### src/rtl/reaction_timer_pkg.sv
// Shared types for the reaction-test datapath and its controlling FSM.
// Packed BCD is used end to end so the seven-segment driver needs no conversion.
package reaction_pkg;
  typedef logic [3:0]  bcd_digit_t;
  typedef logic [15:0] bcd4_t;

  localparam bcd4_t BCD_MAX = 16'h9999;
  localparam int    BIN_W   = 14;
endpackage

### src/rtl/reaction_timer_if.sv
// FSM-to-datapath bundle: level controls from the FSM, BCD results back to the display side.
interface reaction_timer_if;
  import reaction_pkg::*;

  logic  time_clr;
  logic  time_en;
  logic  rs_en;
  logic  time_late;
  bcd4_t live_bcd;
  bcd4_t result_bcd;
  logic  result_valid;
  bcd4_t best_bcd;
  logic  best_valid;

  modport master (
    output time_clr, time_en, rs_en,
    input  time_late, live_bcd, result_bcd, result_valid, best_bcd, best_valid
  );

  modport slave (
    input  time_clr, time_en, rs_en,
    output time_late, live_bcd, result_bcd, result_valid, best_bcd, best_valid
  );
endinterface

### src/rtl/reaction_timer_bcd_digit.sv
// One decimal digit of the live-count cascade; holds when the whole counter is saturated.
module bcd_digit
  import reaction_pkg::*;
(
  input  logic       clk,
  input  logic       rst,
  input  logic       clr,
  input  logic       inc,
  input  logic       sat,
  output bcd_digit_t q,
  output logic       carry
);

  bcd_digit_t q_q, q_d;

  // Next digit value: clear wins, then increment with 9->0 wrap.
  always_comb begin
    q_d = q_q;
    if (clr) begin
      q_d = 4'd0;
    end else if (inc && !sat) begin
      if (q_q == 4'd9) begin
        q_d = 4'd0;
      end else begin
        q_d = q_q + 4'd1;
      end
    end else begin
      q_d = q_q;
    end
  end

  // Digit register.
  always_ff @(posedge clk) begin
    if (rst) begin
      q_q <= 4'd0;
    end else begin
      q_q <= q_d;
    end
  end

  assign q     = q_q;
  assign carry = inc & ~sat & ~clr & (q_q == 4'd9);

endmodule

### src/rtl/reaction_timer.sv
// Reaction-time datapath: ms prescaler, BCD live count with binary shadow, late flag,
// result latch on rs_en rising edge and session-best tracking.
module reaction_timer
  import reaction_pkg::*;
#(
  parameter int CLKS_PER_MS = 100000,
  parameter int LATE_MS     = 1000,
  parameter int MAX_MS      = 9999
) (
  input  logic             clk,
  input  logic             rst,
  reaction_timer_if.slave  bus
);

  localparam int                PW       = (CLKS_PER_MS > 1) ? $clog2(CLKS_PER_MS) : 1;
  localparam logic [PW-1:0]     PRE_LAST = PW'(CLKS_PER_MS - 1);
  localparam logic [BIN_W-1:0]  LATE_BIN = BIN_W'(LATE_MS);
  localparam logic [BIN_W-1:0]  MAX_BIN  = BIN_W'(MAX_MS);

  logic [PW-1:0]    presc_q, presc_d;
  logic [BIN_W-1:0] bin_q, bin_d;
  logic [BIN_W-1:0] best_bin_q, best_bin_d;
  logic             late_q, late_d;
  logic             rs_q;
  logic             result_valid_q;
  logic             best_valid_q, best_valid_d;
  bcd4_t            result_q, result_d;
  bcd4_t            best_q, best_d;
  bcd4_t            live_s;
  logic             tick_s, sat_s, rs_rise_s;
  logic [3:0]       carry_s;
  logic             carry_unused_s;

  assign tick_s    = bus.time_en & ~bus.time_clr & (presc_q == PRE_LAST);
  assign sat_s     = (bin_q >= MAX_BIN);
  assign rs_rise_s = bus.rs_en & ~rs_q;

  // The thousands-digit carry can never fire because saturation stops the count first.
  assign carry_unused_s = carry_s[3];

  for (genvar g = 0; g < 4; g++) begin : g_digit
    logic inc_s;
    if (g == 0) begin : g_lsd
      assign inc_s = tick_s;
    end else begin : g_upper
      assign inc_s = carry_s[g-1];
    end
    bcd_digit u_digit (
      .clk   (clk),
      .rst   (rst),
      .clr   (bus.time_clr),
      .inc   (inc_s),
      .sat   (sat_s),
      .q     (live_s[4*g +: 4]),
      .carry (carry_s[g])
    );
  end

  // Prescaler, binary shadow and sticky late flag; clear beats enable.
  always_comb begin
    presc_d = presc_q;
    bin_d   = bin_q;
    late_d  = late_q;
    if (bus.time_clr) begin
      presc_d = '0;
      bin_d   = '0;
      late_d  = 1'b0;
    end else begin
      if (bus.time_en) begin
        presc_d = (presc_q == PRE_LAST) ? '0 : presc_q + PW'(1);
      end else begin
        presc_d = presc_q;
      end
      if (tick_s && !sat_s) begin
        bin_d = bin_q + 14'd1;
      end else begin
        bin_d = bin_q;
      end
      late_d = late_q | (bin_d >= LATE_BIN);
    end
  end

  // Result and best capture the live value as it stands before this edge's update.
  always_comb begin
    result_d     = result_q;
    best_d       = best_q;
    best_bin_d   = best_bin_q;
    best_valid_d = best_valid_q;
    if (rs_rise_s) begin
      result_d = live_s;
      if (!best_valid_q || (bin_q < best_bin_q)) begin
        best_d       = live_s;
        best_bin_d   = bin_q;
        best_valid_d = 1'b1;
      end else begin
        best_valid_d = best_valid_q;
      end
    end else begin
      result_d = result_q;
    end
  end

  // State registers.
  always_ff @(posedge clk) begin
    if (rst) begin
      presc_q        <= '0;
      bin_q          <= '0;
      late_q         <= 1'b0;
      rs_q           <= 1'b0;
      result_q       <= 16'h0000;
      result_valid_q <= 1'b0;
      best_q         <= BCD_MAX;
      best_bin_q     <= BIN_W'(16'h3FFF);
      best_valid_q   <= 1'b0;
    end else begin
      presc_q        <= presc_d;
      bin_q          <= bin_d;
      late_q         <= late_d;
      rs_q           <= bus.rs_en;
      result_q       <= result_d;
      result_valid_q <= rs_rise_s;
      best_q         <= best_d;
      best_bin_q     <= best_bin_d;
      best_valid_q   <= best_valid_d;
    end
  end

  assign bus.time_late    = late_q;
  assign bus.live_bcd     = live_s;
  assign bus.result_bcd   = result_q;
  assign bus.result_valid = result_valid_q;
  assign bus.best_bcd     = best_q;
  assign bus.best_valid   = best_valid_q;

endmodule

### src/flat_wrapper.sv
// flat-port wrapper written by rule: the top's interface ports become plain ports
module reaction_timer_flat import reaction_pkg::*;
#(
  parameter int CLKS_PER_MS = 100000,
  parameter int LATE_MS     = 1000,
  parameter int MAX_MS      = 9999
)
  (clk, rst, bus_time_clr, bus_time_en, bus_rs_en, bus_time_late, bus_live_bcd, bus_result_bcd, bus_result_valid, bus_best_bcd, bus_best_valid);
  reaction_timer_if bus_i ();
  input  logic clk;
  input  logic rst;
  input wire logic [$bits(bus_i.time_clr)-1:0] bus_time_clr;
  input wire logic [$bits(bus_i.time_en)-1:0] bus_time_en;
  input wire logic [$bits(bus_i.rs_en)-1:0] bus_rs_en;
  output wire logic [$bits(bus_i.time_late)-1:0] bus_time_late;
  output wire logic [$bits(bus_i.live_bcd)-1:0] bus_live_bcd;
  output wire logic [$bits(bus_i.result_bcd)-1:0] bus_result_bcd;
  output wire logic [$bits(bus_i.result_valid)-1:0] bus_result_valid;
  output wire logic [$bits(bus_i.best_bcd)-1:0] bus_best_bcd;
  output wire logic [$bits(bus_i.best_valid)-1:0] bus_best_valid;
  assign bus_i.time_clr = bus_time_clr;
  assign bus_i.time_en = bus_time_en;
  assign bus_i.rs_en = bus_rs_en;
  assign bus_time_late = bus_i.time_late;
  assign bus_live_bcd = bus_i.live_bcd;
  assign bus_result_bcd = bus_i.result_bcd;
  assign bus_result_valid = bus_i.result_valid;
  assign bus_best_bcd = bus_i.best_bcd;
  assign bus_best_valid = bus_i.best_valid;
  reaction_timer #(.CLKS_PER_MS(CLKS_PER_MS), .LATE_MS(LATE_MS), .MAX_MS(MAX_MS)) u_core (.clk(clk), .rst(rst), .bus(bus_i));
endmodule
### config.mk
export PLATFORM = sky130hd
export DESIGN_NAME = reaction_timer_flat
export DESIGN_NICKNAME = d
export VERILOG_FILES = /design/src/rtl/reaction_timer_pkg.sv /design/src/rtl/reaction_timer_if.sv /design/src/rtl/reaction_timer_bcd_digit.sv /design/src/rtl/reaction_timer.sv /design/src/flat_wrapper.sv
export SDC_FILE = /design/constraint.sdc
export NUM_CORES = 1
export LEC_CHECK = 0
export BUFFER_PORTS_ARGS = -buffer_cell sky130_fd_sc_hd__buf_2
export CAP_MARGIN = 20
export CORE_MARGIN = 3
export CORE_UTILIZATION = 45
export CTS_BUF_LIST = sky130_fd_sc_hd__clkbuf_4
export CTS_CLUSTER_DIAMETER = 40
export DETAILED_ROUTE_END_ITERATION = 7
export HOLD_SLACK_MARGIN = 0.05
export REMOVE_ABC_BUFFERS = 1
export SYNTH_ARGS = -nofsm -noshare
export SYNTH_HDL_FRONTEND = slang
export SYNTH_HIERARCHICAL = 1
export SYNTH_SLANG_ARGS = --single-unit
### constraint.sdc
create_clock -name clk -period 5.7 [get_ports clk]
set_input_delay 1.14 -clock clk [delete_from_list [all_inputs] [get_ports clk]]
set_output_delay 1.14 -clock clk [all_outputs]
set_load 0.02 [all_outputs]
==> metrics.md <==
| Metric | Value |
|---|---|
| Global-route wire length before repair | `16,000 um` |
| Die area | `11,600 um^2` |
| Flop pwr share | `58.0%` |
| Layout area overhead | `12.3%` |
| Iter 0 DRT Violations | `140` |
| Pre-antenna DRT Iters | `4` |
| Clock power share | `33.7%` |
| Int Power | `921 uW` |
| Maximum vdd drop | `0.110 mV` |
| CP arrival | `4960 ps` |
| Total wire length | `9250 um` |
| Port bufs | `55` |
| RSZ-0062 raised after global routing | `false` |
| Setup crit end kind | `flip-flop` |
| Antenna cell count | `0` |
| Final HPWL DP | `6440 um` |
| Worst path max stage delay | `660 ps` |
| Largest net degree at the start of global routing | `68` |
| Std cell rows | `36` |
| Die Y | `108 um` |
| Final TNS setup | `0 ps` |
| Via count | `3,633` |
| Post-Syn Area per Cell | `8.91 um^2` |
| DRC errors left | `0` |
| DRT antenna net count | `0` |
| CTS Root Buffer Type | `clkbuf_4` |
| Net count reported at finish | `594` |
| Number of global-route vias before repair | `3,344` |
| Pins Over Slew Limit | `0` |
| Synth Instances | `522` |
| Achievable Freq | `0.217 GHz` |
| CP Cell Sequence | `buf_2 -> and3_1 -> nand3_1 -> nor3b_4 -> nand3b_4 -> nor4b_1 -> nand3b_4 -> nor4b_1 -> nand3b_4 -> nor4b_1 -> nand3b_4 -> or3_1 -> a211oi_2` |
| Worst Reg2Reg Path Length in Cells | `14` |
| Post-cts gate resize count | `0` |
| Slowest CP cell | `nor4b_1` |
| Pleak | `0.00229 uW` |
| Setup crit start kind | `input port` |
| Mapped Area | `4650 um^2` |
| CP required | `6060 ps` |
| Clk slew on worst S/H paths | `140 ps` |
| Power density over the cells | `233 nW/um^2` |
| Tmin final | `4610 ps` |
| Core area | `9910 um^2` |
| Number of clock sinks | `97` |
| Grt total ovfl | `0` |
| # setup viols final | `0` |
| Fin crit share | `80.8%` |
| Worst Hold Depth | `1` |
| Switching share of power | `24.4%` |
| DR vias/cell | `5.10` |
| DP Cell Count | `696` |
| Starting Density | `46.9%` |
| Share of cells above drive strength 1 | `18.0%` |
| Clock skew | `16.6 ps` |
| Worst skew pair latency | `430 ps` |
| Status | `finished, final reports clean` |
| Gpl congestion | `0.808` |
| Tot GR Track Use | `16.8%` |
| Slew @ Worst Pin | `841 ps` |
| Fill cell count | `953` |
| CTS tree | `built` |
| CTS max path bufs | `2` |
| Design Power | `1220 uW` |
| Most frequent cell on the critical path | `nand3b_4` |
| Initial antenna violation count | `0` |
| Register area | `1940 um^2` |
| Combinational power share | `8.3%` |
| Hold Path Class | `flip-flop to flip-flop` |
| Ports | `56` |
| Crit Path Category | `input port to flip-flop` |
| CTS Hold Buffers Added | `0` |
| WL per Instance | `13.0 um` |
| Multi-input gate area | `2570 um^2` |
| Crit Path Max Fanout | `6` |
| Switching power | `297 uW` |
| Max Cap Viol | `0` |
| Final hold vios | `0` |
| Final Non-Filler Cells | `712` |
| Die Span X | `108 um` |
| Slew HR | `42.5%` |
| Htree depth | `3` |
| Warnings from Yosys | `6` |
| # Post-CTS Setup Buffers | `0` |
| CTS Buf Count | `9` |
[power groups by stage]
stage / combinational [uW] / clock (uW) / sequential, uW
after floorplan: 58.2 / 0 / 730
after detailed placement: 103 / 0 / 722
after global placement: 101 / 0 / 721
final: 101 / 410 / 707
after CTS: 103 / 431 / 707
after global routing: 114 / 461 / 710
[cell usage in the layout, fill, tap and decap left out, drive strengths merged, types with 3 or more instances in the layout]
cell / count
a211oi: 4
a21oi: 23
a311oi: 4
a31oi: 4
and3: 4
buf: 60
clkbuf: 11
clkinv: 3
dfxtp: 97
ha: 15
inv: 17
mux2i: 34
nand2: 71
nand2b: 4
nand3: 15
nand3b: 5
nand4: 8
nand4b: 5
nand4bb: 4
nor2: 82
nor2b: 19
nor3: 13
nor4: 4
nor4b: 7
o21ai: 8
or3: 6
xnor2: 15
xor2: 21
[sequential cells by signal, summed over array words and instances (netlist names)]
signal and cells:
u_core/best_bin_q 14, u_core/bin_q 14, u_core/bus.best_bcd 16, u_core/bus.best_valid 1, u_core/bus.result_bcd 16, u_core/bus.result_valid 1
u_core/bus.time_late 1, u_core/g_digit.u_digit/q 16, u_core/presc_q 17, u_core/rs_q 1
[cell type report]
type | count | area share [%]
Multi-Input combinational cell | 388 | 49.3
Sequential cell | 97 | 37.2
Timing Repair Buffer | 60 | 5.99
Tap cell | 133 | 3.18
Clock buffer | 11 | 1.58
Clock inverter | 5 | 1.53
Inverter | 18 | 1.29
[path summary, 6_finish.rpt]
check                   from                              to  slack (ps)
max              bus_time_en  u_core/g_digit[3].u_digit/q[1]        1090
min              u_core/rs_q         u_core/bus.result_valid         460
max reg2reg  u_core/bin_q[0]  u_core/g_digit[3].u_digit/q[1]        1150
min reg2reg      u_core/rs_q         u_core/bus.result_valid         460
[per-stage QoR]
step	util, %	hold WS, ps	cell area (um^2)	setup WS, ps
finish	52.7	461	5230	1090
global route	52.7	487	5230	757
CTS	52.7	459	5230	1100
detailed placement	51.1	439	5060	622
global placement	51.1	429	5060	733
floorplan	-	418	4570	1080
[critical path, delay by kind of cell]
kind | cells | cell delay (ps)
AO/OA/AOI/OAI | 1 | 170
buffers and inverters | 1 | 140
AND/OR/NAND/NOR | 11 | 3500
[per-layer routing]
metal / share of wire [%] / global-route usage [%] / up-vias
met2: 45 / 26.3 / 51
met4: 0.89 / 4.06 / 0
met5: 0 / 0 / -
li1: - / - / 1884
met3: 3.9 / 3.78 / 6
met1: 51 / 23.4 / 1692
(Power assumes the default switching activity.)
